## config.mk

```make
export PLATFORM = sky130hd
export DESIGN_NAME = if_stage
export DESIGN_NICKNAME = d
export VERILOG_FILES = /design/src/rtl/if_stage.sv
export SDC_FILE = /design/constraint.sdc
export NUM_CORES = 1
export LEC_CHECK = 0
export BUFFER_PORTS_ARGS = -buffer_cell sky130_fd_sc_hd__buf_4
export CAP_MARGIN = 30
export CORE_UTILIZATION = 53
export CTS_CLUSTER_DIAMETER = 150
export CTS_CLUSTER_SIZE = 20
export DETAILED_ROUTE_END_ITERATION = 8
export GPL_ROUTABILITY_DRIVEN = 0
export GPL_TIMING_DRIVEN = 0
export PLACE_DENSITY = 0.85
export SLEW_MARGIN = 25
export SYNTH_ARGS = -nofsm -noshare
export SYNTH_HDL_FRONTEND = slang
export SYNTH_SLANG_ARGS = --single-unit
export TNS_END_PERCENT = 5
```

## constraint.sdc

```tcl
create_clock -name clock -period 3.1 [get_ports clock]
set_input_delay 0.465 -clock clock [delete_from_list [all_inputs] [get_ports clock]]
set_output_delay 0.465 -clock clock [all_outputs]
set_load 0.1 [all_outputs]
```

## src/rtl/if_stage.sv

```systemverilog
// Instruction-fetch stage: owns the PC, addresses instruction memory and
// registers the fetched word into the IF/ID pipeline register.
module if_stage #(
    parameter logic [31:0] PC_RESET   = 32'h0000_0000,
    parameter int unsigned IMEM_WORDS = 32
) (
    input  logic        clock,
    input  logic        reset,
    input  logic        stall,
    input  logic        flush,
    input  logic        redirect,
    input  logic [31:0] redirect_target,
    output logic [31:0] imem_addr,
    input  logic [31:0] imem_rdata,
    output logic [31:0] pc,
    output logic [31:0] if_id_instr,
    output logic [31:0] if_id_pc4,
    output logic        if_id_valid,
    output logic        fetch_err,
    output logic [31:0] fetch_count
);

    localparam logic [31:0] IMEM_WORDS_W = 32'(IMEM_WORDS);

    logic [31:0] pc_q,    pc_d;
    logic [31:0] instr_q, instr_d;
    logic [31:0] pc4_q,   pc4_d;
    logic        valid_q, valid_d;
    logic        err_q,   err_d;
    logic [31:0] cnt_q,   cnt_d;

    logic [31:0] pc_plus4;
    logic [31:0] word_idx;
    logic        in_range;

    assign pc_plus4 = pc_q + 32'd4;
    assign word_idx = {2'b00, pc_q[31:2]};
    assign in_range = (word_idx < IMEM_WORDS_W) && (pc_q[1:0] == 2'b00);

    // Redirect beats stall, stall beats flush; a stalled flush still bubbles IF/ID.
    always_comb begin
        pc_d    = pc_q;
        instr_d = instr_q;
        pc4_d   = pc4_q;
        valid_d = valid_q;
        err_d   = err_q;
        cnt_d   = cnt_q;
        if (redirect) begin
            pc_d    = redirect_target;
            instr_d = 32'h0;
            pc4_d   = 32'h0;
            valid_d = 1'b0;
        end else if (stall) begin
            if (flush) begin
                instr_d = 32'h0;
                pc4_d   = 32'h0;
                valid_d = 1'b0;
            end
        end else if (flush) begin
            instr_d = 32'h0;
            pc4_d   = 32'h0;
            valid_d = 1'b0;
            pc_d    = pc_plus4;
        end else begin
            instr_d = in_range ? imem_rdata : 32'h0;
            pc4_d   = pc_plus4;
            valid_d = in_range;
            pc_d    = pc_plus4;
            if (in_range) begin
                cnt_d = cnt_q + 32'd1;
            end else begin
                err_d = 1'b1;
            end
        end
    end

    always_ff @(posedge clock) begin
        if (reset) begin
            pc_q    <= PC_RESET;
            instr_q <= 32'h0;
            pc4_q   <= 32'h0;
            valid_q <= 1'b0;
            err_q   <= 1'b0;
            cnt_q   <= 32'h0;
        end else begin
            pc_q    <= pc_d;
            instr_q <= instr_d;
            pc4_q   <= pc4_d;
            valid_q <= valid_d;
            err_q   <= err_d;
            cnt_q   <= cnt_d;
        end
    end

    assign imem_addr   = pc_q;
    assign pc          = pc_q;
    assign if_id_instr = instr_q;
    assign if_id_pc4   = pc4_q;
    assign if_id_valid = valid_q;
    assign fetch_err   = err_q;
    assign fetch_count = cnt_q;

endmodule

```

Word-level counts from Yosys, hierarchy flattened

Index checks and enable logic that the tools add are counted.

Word-level logic and storage cells: 31
Bits of input ports: 69
Output and inout bits: 162
Flip-flop bits (word level): 130

$add $sub $neg: 2
Magnitude comparators: 1
Eq/ne operators: 2
Reductions and logical operators: 5
Bitwise logic cells: 4
Multiplexer cells: 11

Operators with widths:

| cell                                                 | number |
|---|---|
| 2-to-1 mux 32 bit                                    | 8 |
| adder 32 x 1 -> 32 bit (second input constant)       | 1 |
| adder 32 x 3 -> 32 bit (second input constant)       | 1 |
| < comparator 30 x 6 -> 1 bit (second input constant) | 1 |
| AND reduction 4 bit                                  | 2 |
| != test 2 x 1 -> 1 bit (second input constant)       | 2 |
| NOT 1 bit                                            | 4 |
| 2-to-1 mux 1 bit                                     | 3 |
| zero test 2 bit                                      | 1 |
| OR reduction 2 bit                                   | 1 |
| logical AND 1 bit                                    | 1 |

Longest topological paths before layout

Word-level depth: 5
Mapped depth: 8
Depth with buffers taken out: 6

Worst setup path after synthesis

OpenSTA, ideal clock, no wires.

Path type: flip-flop to flip-flop
Start: register pc_q[4], in the netlist imem_addr[4]
End: register pc_q[29], in the netlist imem_addr[29]
Path buffers: 2
Clock period less this slack: 2.848 ns
Library setup time: 0.078 ns
Path slack: 0.252 ns
Cell stages (with the launch flop): 8
Data required time: 3.022 ns
Arrival: 2.770 ns
Cells stage by stage: dfxtp_1 > buf_2 > nand3_2 > or3_1 > buf_2 > nor4_1 > mux2_2 > nor3_1

Cells in the longest elaborated chain, start to end: 3

Ends and longest elaborated chain:

| item                     | line | source |
|---|---|---|
| start: declaration       | 25   | `logic [31:0] pc_q, pc_d;` |
| start signal: assignment | 86   | `pc_q <= pc_d;` |
| adder 32 x 3 -> 32 bit   | 36   | `assign pc_plus4 = pc_q + 32'd4;` |
| 2-to-1 mux 32 bit        | 53   | `end else if (stall) begin` |
| 2-to-1 mux 32 bit        | 48   | `if (redirect) begin` |

No other way between the ends. The select of a mux whose other input is x is not followed.
A chain may end at the register's enable or synchronous reset.

Worst setup path in the final report

Start: register pc_q[22], in the netlist imem_addr[22]
End: register instr_q[6], in the netlist if_id_instr[6]

Cells in the longest elaborated chain, start to end: 5

Ends and longest elaborated chain:

| item                         | line | source |
|---|---|---|
| < comparator 30 x 6 -> 1 bit | 38   | `assign in_range = (word_idx < IMEM_WORDS_W) && (pc_q[1:0] == 2'b00);` |
| logical AND 1 bit            | 38   |  |
| 2-to-1 mux 32 bit            | 65   | `instr_d = in_range ? imem_rdata : 32'h0;` |
| 2-to-1 mux 32 bit            | 59   | `end else if (flush) begin` |
| 2-to-1 mux 32 bit            | 53   |  |
| end signal: assignment       | 87   | `instr_q <= instr_d;` |
| end: declaration             | 26   | `logic [31:0] instr_q, instr_d;` |

No other way between the ends.

==> out/summary.txt <==
=================================================================================
# nets final                                                                 1029
Peak fanout along the critical path                                            10
Final Instance Area                                                      8621 µm²
Number of unique standard cell types used by synthesis                         44
Num CTS Buffers                                                                17
DRC Markers                                                                     0
Relative slew margins                                                      54.58%
Met2 GRT Util                                                              47.71%
Critical Path Most Common Cell                                           clkbuf_1
Initial antenna violation count                                                 0
H-tree lvl count                                                                4
Library cell occupying the most area in the post-synthesis netlist        dfxtp_1
Total count of max-transition violations in the final report                    0
Total instance count after detailed placement                                1079
Count of final setup violators                                                  0
Clock-pin slew on the worst setup and hold paths                            60 ps
Synthesized area per cell                                               8.631 µm²
DR WL/cell                                                               16.58 µm
Net count after synthesis                                                     780
Inserted Diodes                                                                 0
Clock sink count                                                              130
Cell area reported after detailed placement                              8021 µm²
Pin count of the biggest net entering global routing                           17
Routing usage on met3                                                      6.995%
Time the final worst path needs with I/O delays and setup                 2524 ps
Endpoint type of the worst setup path                                   flip-flop
Sum of overflow across all layers after global routing                          0
Root Buffer                                                             clkbuf_16
Vias after detailed routing                                                  6275
Pre-antenna DRT Iters                                                           5
Global-route usage over all layers                                         30.81%
Hold slack final                                                         254.5 ps
Total of cells resized after clock tree synthesis                               0
Cell Count, Final, Fillers Out                                               1110
Port Buffers                                                                  230
Async set-or-reset flop fraction in the synthesized netlist                    0%
Final period util                                                          81.42%
Number of warnings printed during yosys synthesis                               0
Global-route layer with the greatest usage                                   met2
Average via count per standard cell                                         5.653
Via count of the first global-routing pass                                   5708
Number of nets with antenna violations after routing                            0
Class of the tightest hold or removal check                                in2reg
Number of failing hold endpoints at the final stage                             0
Status                                                               complete, no violations
Clock tree from TritonCTS                                                   built
Final-layout setup total negative slack                                      0 ps
I/O pin cnt                                                                   231
Standard-cell row count                                                        38
Unrepaired setup endpoints after global routing                                no
Largest cells by area after synthesis                                dfxtp_1 43%, a21oi_1 5.4%, xnor2_1 5.2%, a22o_1 4.6%, buf_4 4.0%
Startpoint of the worst register-to-register path                    imem_addr[22]
Fraction of layout instances using a drive strength above 1                33.40%
Global-route wire length before repair                                   28220 µm
Number of synthesized register bits                                           130
Die Ht                                                                   109.5 µm
Met1 layer usage reported by global route                                  39.84%
Die area                                                                11980 µm²
Slowest stage cell on the critical path                                    nor3_1
Peak ir drop on the vdd network                                         0.3024 mV
CP cell instances                                                    clkbuf_1, nor4_2, and3_1, nand2_1, nor3_1, clkbuf_1, a22o_1
Worst setup startpoint                                               imem_addr[22]
Maximum achievable frequency                                            396.2 MHz
Worst EP required                                                         3450 ps
Number of hold-repair buffers added at the cts stage                            0
Sequential area share after synthesis                                      42.53%
DPL Wire Length                                                          13450 µm
DRT Wirelength                                                           18410 µm
Core area                                                               11030 µm²
Insertion delay of the later-clocked pin in the worst-skew pair            420 ps
Crit path kind                                                            reg2reg
Top cell types by occurrence after synthesis                         130 x dfxtp_1, 66 x a21oi_1, 59 x nor2_1
Number of inserted filler cells in the final layout                           810
Die extent in x                                                          109.5 µm
Fin Clk Skew                                                             8.335 ps
Startpoint of the lowest-slack hold path                             imem_rdata[11]
Leading cell type by number of instances after synthesis                  dfxtp_1
Type of element launching the critical path                             flip-flop
Total power density per cell area                                    539.2 nW/µm²
Starting utilization of the core area                                      55.48%
Count of flip-flops with a built-in enable after synthesis                      0
Transition at the pin with the smallest max-transition slack             681.3 ps
Cell leakage power                                                       3.551 nW
Post-Syn Area                                                            6120 µm²
Clock Path Buffers                                                              2
Area Overhead vs Synth                                                     40.87%
Most common flop cell mapped by yosys                                     dfxtp_1
Synth top area share                                                       42.53%
Data arrival time of the critical path                                    2880 ps
Number of maximum-capacitance constraint violations                             0
Cells after Synth                                                             709
Highest cell delay on the worst timing path                                500 ps
Count of buffers added by post-CTS timing repair for setup                      0
Initial detailed-routing violation count                                      400
=================================================================================
[path summary, 6_finish.rpt]
kind	to	slack [ps]	depth (start not counted)
max	if_id_instr[6]	580	7
min	if_id_instr[11]	250	2
max reg2reg	if_id_instr[6]	580	7
min reg2reg	if_id_pc4[3]	470	2
[placed cells by master, fill, tap and decap left out, types with 3 or more instances in the layout]
| cell | instances |
|---|---|
| a22o_1 | 32 |
| and4_1 | 6 |
| nand2_1 | 39 |
| clkbuf_8 | 5 |
| nor3_1 | 24 |
| buf_2 | 8 |
| buf_1 | 4 |
| nand4_1 | 19 |
| or3_1 | 28 |
| nand3_1 | 21 |
| clkbuf_1 | 38 |
| inv_1 | 11 |
| or4_1 | 5 |
| buf_4 | 263 |
| nor4_1 | 14 |
| or2_2 | 5 |
| clkbuf_16 | 17 |
| o21ai_0 | 45 |
| o31ai_1 | 5 |
| xor2_1 | 21 |
| clkinvlp_4 | 3 |
| a211oi_1 | 17 |
| mux2i_1 | 10 |
| nor2_1 | 59 |
| dfxtp_1 | 130 |
| nor4_2 | 6 |
| a21oi_1 | 66 |
| and3_1 | 5 |
| xnor2_1 | 36 |
[per-stage QoR]
stage          setup slack (ps)  util [%]  total power [W]
2_1_floorplan             251.8         -         0.002442
3_3_place_gp              691.8     72.72         0.002665
3_5_place_dp              652.1     72.72         0.002670
4_1_cts                   615.9     78.15         0.004659
5_1_grt                   398.0     78.15         0.004780
6_report                  575.9     78.15         0.004648
[sequential cells by signal (all words and copies together) (netlist names)]
signal	flops
imem_addr	32
if_id_valid	1
fetch_count	32
if_id_pc4	32
if_id_instr	32
fetch_err	1
[worst max-delay path, delay by kind of cell (launching register included)]
family	cells	cell delay [ps]
flip-flops	1	320
AO/OA/AOI/OAI	1	200
AND/OR/NAND/NOR	4	1260
buffers and inverters	2	680
[cells by family (layout without fill, tap and decap cells)]
logic type | Yosys count | in the layout | share of synthesized area [%]
flops | 130 | 130 | 42.53
fa+ha+maj | 2 | 2 | 0.4088
compound gates | 168 | 168 | 16.77
mux | 11 | 11 | 1.820
buf+inv | 97 | 358 | 8.403
simple gates | 244 | 244 | 21.92
xor+xnor | 57 | 57 | 8.158
[final cells by class]
| cell class | instances | area [µm²] | area share (%) |
|---|---|---|---|
| Multi-Input combinational cell | 482 | 3003 | 34.83 |
| Sequential cell | 130 | 2603 | 30.19 |
| Timing Repair Buffer | 230 | 1727 | 20.03 |
| Clock buffer | 23 | 498.0 | 5.776 |
| Buffer | 85 | 469.2 | 5.443 |
| Tap cell | 140 | 175.2 | 2.032 |
| Clock inverter | 8 | 101.3 | 1.176 |
| Inverter | 12 | 45.04 | 0.5225 |
[layer usage]
metal | share of wire (%) | up-vias
met5 | 0 | -
met4 | 3.7 | 0
met3 | 9.0 | 58
met2 | 46 | 316
met1 | 42 | 2892
li1 | - | 3009
[power breakdown]
group          internal (W)  switching (W)
registers           0.00171      0.0000600
logic              0.000238       0.000637
clock network       0.00128       0.000722
total               0.00323        0.00142
Note: power is estimated with default switching activity, not from simulation.
